## src/rtl/pipe_ctrl.sv

```systemverilog
// rtl/pipe_ctrl.sv - pipeline hazard/stall/flush controller; optional counters under PIPE_CTRL_PERF_EN
module pipe_ctrl (
    input  logic       clk,
    input  logic       rst,
    input  logic [4:0] id_rs1,
    input  logic [4:0] id_rs2,
    input  logic       id_rs1_used,
    input  logic       id_rs2_used,
    input  logic [4:0] ex_rd,
    input  logic       ex_mem_read,
    input  logic       branch_taken,
    input  logic       md_start,
    input  logic       md_done,
    input  logic       dmem_busy,
    output logic       pc_stall,
    output logic       hazard_ifid,
    output logic       stall_idex,
    output logic       stall_exmem,
    output logic       flush,
    output logic       flush_idex,
    output logic [1:0] state
`ifdef PIPE_CTRL_PERF_EN
    ,
    output logic [31:0] stall_cycles,
    output logic [15:0] flush_count
`endif
);

    localparam logic [1:0] RUN      = 2'd0;
    localparam logic [1:0] MD_WAIT  = 2'd1;
    localparam logic [1:0] MEM_WAIT = 2'd2;
    localparam logic [1:0] RESUME   = 2'd3;

    logic [1:0] state_d;
    logic       md_done_q;
    logic       md_done_d;
    logic       load_use;

    assign load_use = ex_mem_read && (ex_rd != 5'd0) &&
                      ((id_rs1_used && (id_rs1 == ex_rd)) ||
                       (id_rs2_used && (id_rs2 == ex_rd)));

    always_comb begin
        pc_stall    = 1'b0;
        hazard_ifid = 1'b0;
        stall_idex  = 1'b0;
        stall_exmem = 1'b0;
        flush       = 1'b0;
        flush_idex  = 1'b0;
        state_d     = state;
        md_done_d   = md_done_q;
        case (state)
            RUN: begin
                if (dmem_busy) begin
                    pc_stall    = 1'b1;
                    hazard_ifid = 1'b1;
                    stall_idex  = 1'b1;
                    stall_exmem = 1'b1;
                    state_d     = MEM_WAIT;
                end else if (branch_taken) begin
                    // the instruction in ID is being squashed, so it cannot cause a load-use stall
                    flush      = 1'b1;
                    flush_idex = 1'b1;
                end else if (md_start) begin
                    pc_stall    = 1'b1;
                    hazard_ifid = 1'b1;
                    stall_idex  = 1'b1;
                    state_d     = MD_WAIT;
                end else if (load_use) begin
                    pc_stall    = 1'b1;
                    hazard_ifid = 1'b1;
                    flush_idex  = 1'b1;
                end
            end
            MD_WAIT: begin
                pc_stall    = 1'b1;
                hazard_ifid = 1'b1;
                stall_idex  = 1'b1;
                stall_exmem = dmem_busy;
                if (md_done) md_done_d = 1'b1;
                if ((md_done || md_done_q) && !dmem_busy) begin
                    state_d   = RESUME;
                    md_done_d = 1'b0;
                end
            end
            MEM_WAIT: begin
                if (md_done) md_done_d = 1'b1;
                if (dmem_busy) begin
                    pc_stall    = 1'b1;
                    hazard_ifid = 1'b1;
                    stall_idex  = 1'b1;
                    stall_exmem = 1'b1;
                end else begin
                    state_d = RUN;
                end
            end
            default: state_d = RUN;
        endcase
        // outputs must drop while reset is held, regardless of clock
        if (!rst) begin
            pc_stall    = 1'b0;
            hazard_ifid = 1'b0;
            stall_idex  = 1'b0;
            stall_exmem = 1'b0;
            flush       = 1'b0;
            flush_idex  = 1'b0;
        end
    end

    always_ff @(posedge clk or negedge rst) begin
        if (!rst) begin
            state     <= RUN;
            md_done_q <= 1'b0;
        end else begin
            state     <= state_d;
            md_done_q <= md_done_d;
        end
    end

`ifdef PIPE_CTRL_PERF_EN
    always_ff @(posedge clk or negedge rst) begin
        if (!rst) begin
            stall_cycles <= 32'd0;
            flush_count  <= 16'd0;
        end else begin
            if (pc_stall && (stall_cycles != 32'hFFFF_FFFF)) stall_cycles <= stall_cycles + 32'd1;
            if (flush && (flush_count != 16'hFFFF)) flush_count <= flush_count + 16'd1;
        end
    end
`endif

endmodule

```

## config.mk

```make
export PLATFORM = sky130hd
export DESIGN_NAME = pipe_ctrl
export DESIGN_NICKNAME = d
export VERILOG_FILES = /design/src/rtl/pipe_ctrl.sv
export SDC_FILE = /design/constraint.sdc
export NUM_CORES = 1
export LEC_CHECK = 0
export ABC_AREA = 1
export ABC_CLOCK_PERIOD_IN_PS = 1300
export CELL_PAD_IN_SITES_DETAIL_PLACEMENT = 0
export CELL_PAD_IN_SITES_GLOBAL_PLACEMENT = 1
export CORE_ASPECT_RATIO = 0.8
export CORE_MARGIN = 4
export CORE_UTILIZATION = 33
export CTS_CLUSTER_SIZE = 30
export DETAILED_ROUTE_END_ITERATION = 10
export DONT_BUFFER_PORTS = 1
export PLACE_DENSITY_LB_ADDON = 0.1
export SKIP_LAST_GASP = 1
export SYNTH_ARGS = -nofsm -noshare
export SYNTH_HDL_FRONTEND = slang
export SYNTH_SLANG_ARGS = --single-unit
```

## constraint.sdc

```tcl
create_clock -name clk -period 1.3 [get_ports clk]
set_input_delay 0.26 -clock clk [delete_from_list [all_inputs] [get_ports clk]]
set_output_delay 0.26 -clock clk [all_outputs]
set_load 0.01 [all_outputs]
```

==> impl_metrics.tcl, run 1 <==
set metrics [dict create \
    grt_pass1_wl_mm 2.21 \
    worstSetupPathType "reg2out" \
    finalSetupViolCount 8 \
    cts_buffers 3 \
    clk_pin_slew_worst_paths_ps 30 \
    fin_crit_ps 1580 \
    finClkSkew_ps 2.53 \
    syn_area_per_cell_um2 5.32 \
    finalPower_uw 1460 \
    clkLatencyLatePin_ps 220 \
    syn-num-nets 130 \
    cts_tree "yes" \
    ys_ff_latch 3 \
    first_iter_violations 3 \
    root_buffer "clkbuf_4" \
    endpoint_kind "output port" \
    cts.sinks 3 \
    worstMarginPinSlew_ps 580 \
    seq_area_frac_synth 0.138 \
    coreArea_mm2 0.00147 \
    slew_viol_final 0 \
    ir_worst_vdd_uv 1090 \
    status "finished with violations" \
    hpwl_mm 1.13 \
    synth_area_um2 543 \
    drt-total-wl_mm 1.46 \
    max-clock-path-buffers 2 \
    drive_gt1_frac 0.359 \
    route.detailed.drc 0 \
    vias_per_cell 4.32 \
    slew_headroom 0.612 \
    via_count 596 \
    overflow 0 \
    power_density_mw_per_mm2 1800 \
    htree_levels 1 \
    fmaxAchievable_ghz 0.634 \
    place_congestion 0.760 \
    whs_ps 167 \
    syn_inst 102 \
    io_pins 32 \
    fp.dieW_um 53.4 \
    start_util 0.369 \
    port_buffers 0 \
    violations "setup timing" \
    grt_max_degree 9 \
    finalCritPeriodShare 1.21 \
    worstPathMaxFanout 4 \
    die_area_mm2 0.00236 \
    wl_per_cell_um 10.6 \
    maxCapViolCount 0 \
    dpl_cell_area_um2 619 \
    antenna_found_initial 0 \
    cp.arrival_ps 1320 \
    post-place-ws_ps -111 \
    synth_cell_types 19 \
    design_area_um2 813 \
    finalHoldViolations 0 \
    antenna_cells 0 \
    rows 12 \
    track_usage 0.123 \
    grt_pass1_vias 521 \
    cp-start-kind "register" \
    worst_slack_ps -277 \
    die_height_um 44.3 \
    p_leak_uw 0.000454 \
    layout.nets 146 \
    min_path_type "in2reg" \
    tns_ps -1690 \
    yosysWarnings 0 \
    final_antenna_net_count 0 \
    crit_required_ps 1040 \
    rsz0062_at_grt "true" \
    drt_first_pass_iters 3 \
    areaGrowthSynthToFinish_pct 49.8 \
]
## worst max-delay path, stage by stage (launching register included)
cell and delay [ps]:
dfrtp_1 420, buf_4 150, ha_1 190, inv_2 70, nand2_4 70, a21oi_4 190
## Yosys cell counts
| cell type | instances | area share |
|---|---|---|
| nand4_1 | 1 | 0.012 |
| nor2_1 | 9 | 0.062 |
| nand3_1 | 2 | 0.018 |
| buf_6 | 1 | 0.021 |
| inv_2 | 5 | 0.035 |
| dfrtp_1 | 3 | 0.14 |
| nor2_2 | 4 | 0.046 |
| o31ai_1 | 1 | 0.014 |
| buf_4 | 1 | 0.014 |
| nor3_1 | 2 | 0.018 |
| ha_1 | 4 | 0.092 |
| a21oi_1 | 5 | 0.046 |
| nand2_1 | 37 | 0.26 |
| o21ai_0 | 2 | 0.018 |
| a21o_1 | 1 | 0.014 |
| o21ai_1 | 2 | 0.018 |
| a21oi_2 | 1 | 0.016 |
| o22ai_2 | 1 | 0.023 |
| inv_1 | 20 | 0.14 |
## power breakdown
part           leakage (uW)  internal (uW)  switching (uW)  total, uW
combinational      0.000402            544             579       1120
sequential        0.0000364            142            44.6        187
clock             0.0000150            114            39.7        154
## cells in the final DEF (no fill, tap or decap), types with 4 or more instances in the layout
master,count
a21oi_1,4
buf_4,8
buf_6,4
inv_1,15
inv_2,10
nand2_1,34
nor2_1,8
nor2_2,4
## per-layer routing
| layer | GRT usage | wire (um) | part of all wire | up-vias |
|---|---|---|---|---|
| met3 | 0.0303 | 108 | 0.074 | 0 |
| li1 | - | - | - | 332 |
| met5 | 0 | 0 | 0 | - |
| met1 | 0.192 | 772 | 0.53 | 247 |
| met4 | 0.0459 | 0 | 0 | 0 |
| met2 | 0.156 | 576 | 0.40 | 17 |
## registers in the layout (all words and copies together), names as in the netlist
| register | count |
|---|---|
| state | 2 |
| md_done_q | 1 |
## worst paths after layout
check	start	end	slack [ps]	cells after the start
hold / removal	dmem_busy	md_done_q	170	2
min in group asynchronous	rst	md_done_q	300	1
max in group asynchronous	rst	state[1]	840	1
setup reg to reg	state[1]	state[1]	-130	8
hold reg to reg	md_done_q	md_done_q	590	4
setup / recovery	state[0]	pc_stall	-280	5
## kinds of logic (layout without fill, tap and decap cells)
family / count (synthesis) / after routing / synth area share
AO/OA/AOI/OAI: 13 / 13 / 0.150
flip-flops: 3 / 3 / 0.138
buffers and inverters: 27 / 42 / 0.207
adder cells (fa/ha/maj): 4 / 4 / 0.0922
AND/OR/NAND/NOR: 55 / 55 / 0.412
## stage by stage
stage,util,cells
after detailed placement,0.421,128
final,0.553,138
after global routing,0.553,138
after CTS,0.494,136
after global placement,0.421,128
after floorplan,-,102
## timing repair
item	4_1_cts	5_1_grt
hold buffers	1	0
gates resized for setup	11	16
endpoints found under the hold margin	3	0
endpoints found under the setup margin	9	9
buffers inserted	3	4
pin swaps	4	8
## area by class of cell
class                           instances  area [um^2]
Clock buffer                            4         26.3
Tap cell                               21         26.3
Timing Repair Buffer                   13          115
Sequential cell                         3         75.1
Fill cell                             159          658
Multi-Input combinational cell         72          477
Inverter                               25         93.8
Note: power is estimated with default switching activity, not from simulation.
==> run 2: changes to the inputs <==
==> constraint.sdc (replaced) <==
create_clock -name clk -period 1.3 [get_ports clk]
set_input_delay 0.39 -clock clk [delete_from_list [all_inputs] [get_ports clk]]
set_output_delay 0.39 -clock clk [all_outputs]
set_load 0.01 [all_outputs]
==> impl_metrics.tcl, run 2 (synthesis results as in run 1) <==
set metrics [dict create \
    port_buffers 0 \
    finalCritPeriodShare 1.29 \
    areaGrowthSynthToFinish_pct 40.8 \
    ir_worst_vdd_uv 990 \
    track_usage 0.122 \
    worstMarginPinSlew_ps 305 \
    coreArea_mm2 0.00147 \
    power_density_mw_per_mm2 1630 \
    crit_end "hazard_ifid" \
    layout.nets 145 \
    timing.reg2reg.setup_slack_ps -20 \
    largest_reg_flops 2 \
    dp_cells 130 \
    clk_pin_slew_worst_paths_ps 30 \
    critPathSlowestCell "dfrtp_1" \
    drt_first_pass_iters 4 \
    cpPeakStageDelay_ps 410 \
    drive_gt1_frac 0.362 \
    route.detailed.drc 0 \
    cts_buffers 3 \
    root_buffer "clkbuf_4" \
    whs_ps 318 \
    path_cells "buf_4 -> ha_1 -> inv_2 -> nand2_4 -> a21oi_4" \
    finalSetupViolCount 9 \
    crit_required_ps 910 \
    clkLatencyLatePin_ps 220 \
    cts.sinks 3 \
    fp.dieW_um 53.4 \
    via_count 589 \
    drt-total-wl_mm 1.38 \
    p_leak_uw 0.000435 \
    worstSetupPathType "reg2out" \
    io_pins 32 \
    maxCapViolCount 0 \
    slew_headroom 0.796 \
    top_regs "state x2, md_done_q x1" \
    endpoint_kind "output port" \
    rr_endpoint "state[1]" \
    antenna_cells 0 \
    cp.arrival_ps 1290 \
    fin_crit_ps 1680 \
    fmaxAchievable_ghz 0.595 \
    antenna_found_initial 0 \
    place_congestion 0.751 \
    finalPower_uw 1250 \
    htree_levels 1 \
    cts_tree "yes" \
    top_register "state" \
    die_area_mm2 0.00236 \
    crit_path_start "state[1]" \
    die_height_um 44.3 \
    grt_pass1_wl_mm 2.17 \
    status "finished with violations" \
    reg2reg_depth 7 \
    wl_per_cell_um 10.1 \
    min_path_cells 2 \
    min_path_type "in2reg" \
    start_util 0.369 \
    tns_ps -1980 \
    final_cell_mix "nand2_1, inv_1, inv_2" \
    max-clock-path-buffers 2 \
    grt_max_degree 9 \
    first_iter_violations 6 \
    rows 12 \
    violations "setup timing" \
    final_antenna_net_count 0 \
    overflow 0 \
    cp-start-kind "register" \
    hpwl_mm 1.14 \
    r2r_start "state[0]" \
    worstPathMaxFanout 4 \
    finClkSkew_ps 0.427 \
    finalHoldViolations 0 \
    grt_pass1_vias 549 \
    worst_slack_ps -380 \
    slew_viol_final 0 \
    rsz0062_at_grt "true" \
    vias_per_cell 4.30 \
    final_common_cell "nand2_1" \
    final_cells 137 \
]
==> run 2: timing repair <==
item,in CTS,in global routing
hold buffers,1,0
setup endpoints to repair,8,11
setup buffers,2,0
pin swaps,3,5
hold endpoints to repair,3,0
resized for setup,15,5
==> run 2: metal layers <==
layer / vias to the layer above / wire [um] / global-route usage
met5: - / 0 / 0
met4: 0 / 0 / 0.0612
met3: 0 / 93 / 0.0236
met2: 19 / 584 / 0.164
met1: 239 / 703 / 0.179
li1: 331 / - / -
==> run 2: critical path: cells and delay by family, from the launching register on <==
| kind | cells | cell delay (ps) |
|---|---|---|
| AOI/OAI and AO/OA | 1 | 190 |
| adders and majority gates | 1 | 180 |
| buffers and inverters | 2 | 220 |
| DFF | 1 | 410 |
| and+or+nand+nor | 1 | 70 |
==> run 2: area by class of cell <==
class / instances / area, um^2
Tap cell: 21 / 26.3
Fill cell: 175 / 707
Timing Repair Buffer: 12 / 100
Multi-Input combinational cell: 72 / 443
Sequential cell: 3 / 75.1
Clock buffer: 4 / 26.3
Inverter: 25 / 93.8
==> run 2: worst min-delay path by stage <==
stage,startpoint,slack [ps],end
6_report,dmem_busy,320,md_done_q
3_5_place_dp,rst,90,state[0]
4_1_cts,dmem_busy,310,md_done_q
2_1_floorplan,rst,90,md_done_q
5_1_grt,dmem_busy,340,md_done_q
3_3_place_gp,rst,90,state[0]
==> run 2: stage by stage <==
step | instance area [um^2] | setup WS [ps] | utilization
floorplan | 562 | -344 | -
global placement | 637 | -326 | 0.433
detailed placement | 637 | -335 | 0.433
CTS | 748 | -387 | 0.509
global route | 764 | -474 | 0.520
finish | 764 | -380 | 0.520
==> run 2: report_power, final <==
group          internal [uW]  switching (uW)  total [uW]  leakage (uW)
registers                143            34.7         177     0.0000364
logic                    429             488         917      0.000384
clock network            114            38.8         153     0.0000150
total                    685             562        1250      0.000435
==> run 3: changes to the inputs <==
--- a/config.mk
+++ b/config.mk
@@ -6,17 +6,17 @@
 export NUM_CORES = 1
 export LEC_CHECK = 0
 export ABC_AREA = 1
-export ABC_CLOCK_PERIOD_IN_PS = 1300
+export ABC_CLOCK_PERIOD_IN_PS = 1400
 export CELL_PAD_IN_SITES_DETAIL_PLACEMENT = 0
 export CELL_PAD_IN_SITES_GLOBAL_PLACEMENT = 1
 export CORE_ASPECT_RATIO = 0.8
 export CORE_MARGIN = 4
-export CORE_UTILIZATION = 33
+export CORE_UTILIZATION = 20
 export CTS_CLUSTER_SIZE = 30
 export DETAILED_ROUTE_END_ITERATION = 10
-export DONT_BUFFER_PORTS = 1
 export PLACE_DENSITY_LB_ADDON = 0.1
 export SKIP_LAST_GASP = 1
 export SYNTH_ARGS = -nofsm -noshare
 export SYNTH_HDL_FRONTEND = slang
 export SYNTH_SLANG_ARGS = --single-unit
+export TNS_END_PERCENT = 10
==> constraint.sdc (replaced) <==
create_clock -name clk -period 1.4 [get_ports clk]
set_input_delay 0.42 -clock clk [delete_from_list [all_inputs] [get_ports clk]]
set_output_delay 0.42 -clock clk [all_outputs]
set_load 0.01 [all_outputs]
==> impl_metrics.tcl, run 3 (synthesis results as in run 1) <==
set metrics [dict create \
    clk_pin_slew_worst_paths_ps 40 \
    power_density_mw_per_mm2 1180 \
    worst_slack_ps -401 \
    max-clock-path-buffers 2 \
    grt_max_degree 8 \
    cts_buffers 3 \
    final_common_cell "nand2_1" \
    io_pins 32 \
    htree_levels 1 \
    coreArea_mm2 0.00252 \
    worstSetupPathType "in2out" \
    slew_headroom 0.856 \
    p_leak_uw 0.000602 \
    track_usage 0.109 \
    wl_per_cell_um 9.44 \
    top_register "state" \
    dp_cells 184 \
    areaGrowthSynthToFinish_pct 94.9 \
    layout.nets 182 \
    start_util 0.215 \
    final_cells 189 \
    design_area_mm2 0.00106 \
    final_cell_mix "nand2_1, buf_4, inv_1" \
    overflow 0 \
    worstPathMaxFanout 2 \
    via_count 732 \
    endpoint_kind "output port" \
    clkLatencyLatePin_ps 230 \
    fmaxAchievable_ghz 0.555 \
    status "finished with violations" \
    cp-start-kind "input pin" \
    port_buffers 31 \
    route.detailed.drc 0 \
    cts.sinks 3 \
    finClkSkew_ps 4.36 \
    first_iter_violations 22 \
    die_height_um 54.6 \
    cts_tree "yes" \
    drt-total-wl_mm 1.78 \
    grt_pass1_vias 733 \
    root_buffer "clkbuf_4" \
    drt_first_pass_iters 4 \
    maxCapViolCount 0 \
    ir_worst_vdd_uv 636 \
    die_area_mm2 0.00362 \
    min_path_type "in2async" \
    slew_viol_final 0 \
    cts_hold_buf 0 \
    drive_gt1_frac 0.464 \
    vias_per_cell 3.87 \
    rsz0062_at_grt "true" \
    tns_ps -2770 \
    antenna_cells 0 \
    largest_reg_flops 2 \
    fp.dieW_um 66.3 \
    dpl_cell_area_mm2 0.00101 \
    finalSetupViolCount 9 \
    antenna_found_initial 0 \
    crit_required_ps 980 \
    violations "setup timing" \
    top_regs "state x2, md_done_q x1" \
    final_antenna_net_count 0 \
    worstMarginPinSlew_ps 217 \
    post-place-ws_ps -1280 \
    rows 16 \
    finalHoldViolations 0 \
    fill_cells 302 \
    place_congestion 0.753 \
    finalCritPeriodShare 1.29 \
    cp.arrival_ps 1380 \
    fin_crit_ps 1800 \
    grt_pass1_wl_mm 3.08 \
    hpwl_mm 1.48 \
]
run 3: cell count changes in the layout (fill, tap and decap cells not counted), moves of 3 or more:
| cell | delta |
|---|---|
| buf_2 | +13 |
| nand2_1 | -3 |
| nand2_2 | +5 |
| buf_6 | +7 |
| buf_4 | +6 |
| clkdlybuf4s50_1 | +4 |
| dlygate4sd2_1 | +4 |
run 3: through the flow:
step	hold WS, ps	total power (uW)	utilization
6_report	541	1250	0.420
3_5_place_dp	565	1070	0.400
5_1_grt	556	1400	0.420
3_3_place_gp	557	1050	0.400
4_1_cts	535	1260	0.404
2_1_floorplan	124	588	-
run 3: critical path, stage by stage:
cell and delay [ps]:
dlygate4sd2_1 190, nand2_1 70, nor2_2 70, nand3_1 70, nand2_1 100, nand2_1 60
nand2_1 60, nand2_1 60, a21oi_2 140, buf_2 140
run 3: final cells by class:
type | instances | area (um^2) | share of cell area
clock buffers | 4 | 26.3 | 0.0248
inverters | 25 | 98.8 | 0.0934
multi-input cells | 72 | 408 | 0.385
flip-flops and latches | 3 | 75.1 | 0.0709
well taps | 36 | 45.0 | 0.0426
repair buffers | 49 | 405 | 0.383
run 3: path summary, 6_finish.rpt:
path                              from         to  slack, ps  cells after the start
max                        id_rs2_used   pc_stall       -400                     10
min in group clk             md_done_q  md_done_q        560                      4
max reg2reg                   state[0]   state[1]         20                      8
max in group asynchronous          rst  md_done_q        760                      2
min                                rst   state[0]        540                      2
min reg2reg                  md_done_q  md_done_q        560                      4
run 3: power breakdown:
part	switching (uW)	internal, uW	total (uW)
registers	28.5	132	161
logic	443	493	936
clock network	44.0	107	151
run 3: per-layer routing:
metal	vias up	GRT usage	wire, um
met4	0	0.0304	17
met1	305	0.158	937
met5	-	0	0
met3	2	0.0164	110
li1	403	-	-
met2	22	0.168	719
run 3: repair_timing:
action,in CTS,in global routing
setup buffers,1,0
endpoints found under the setup margin,10,10
pin swaps,35,12
gates resized for setup,116,12
hold endpoints to repair,0,0
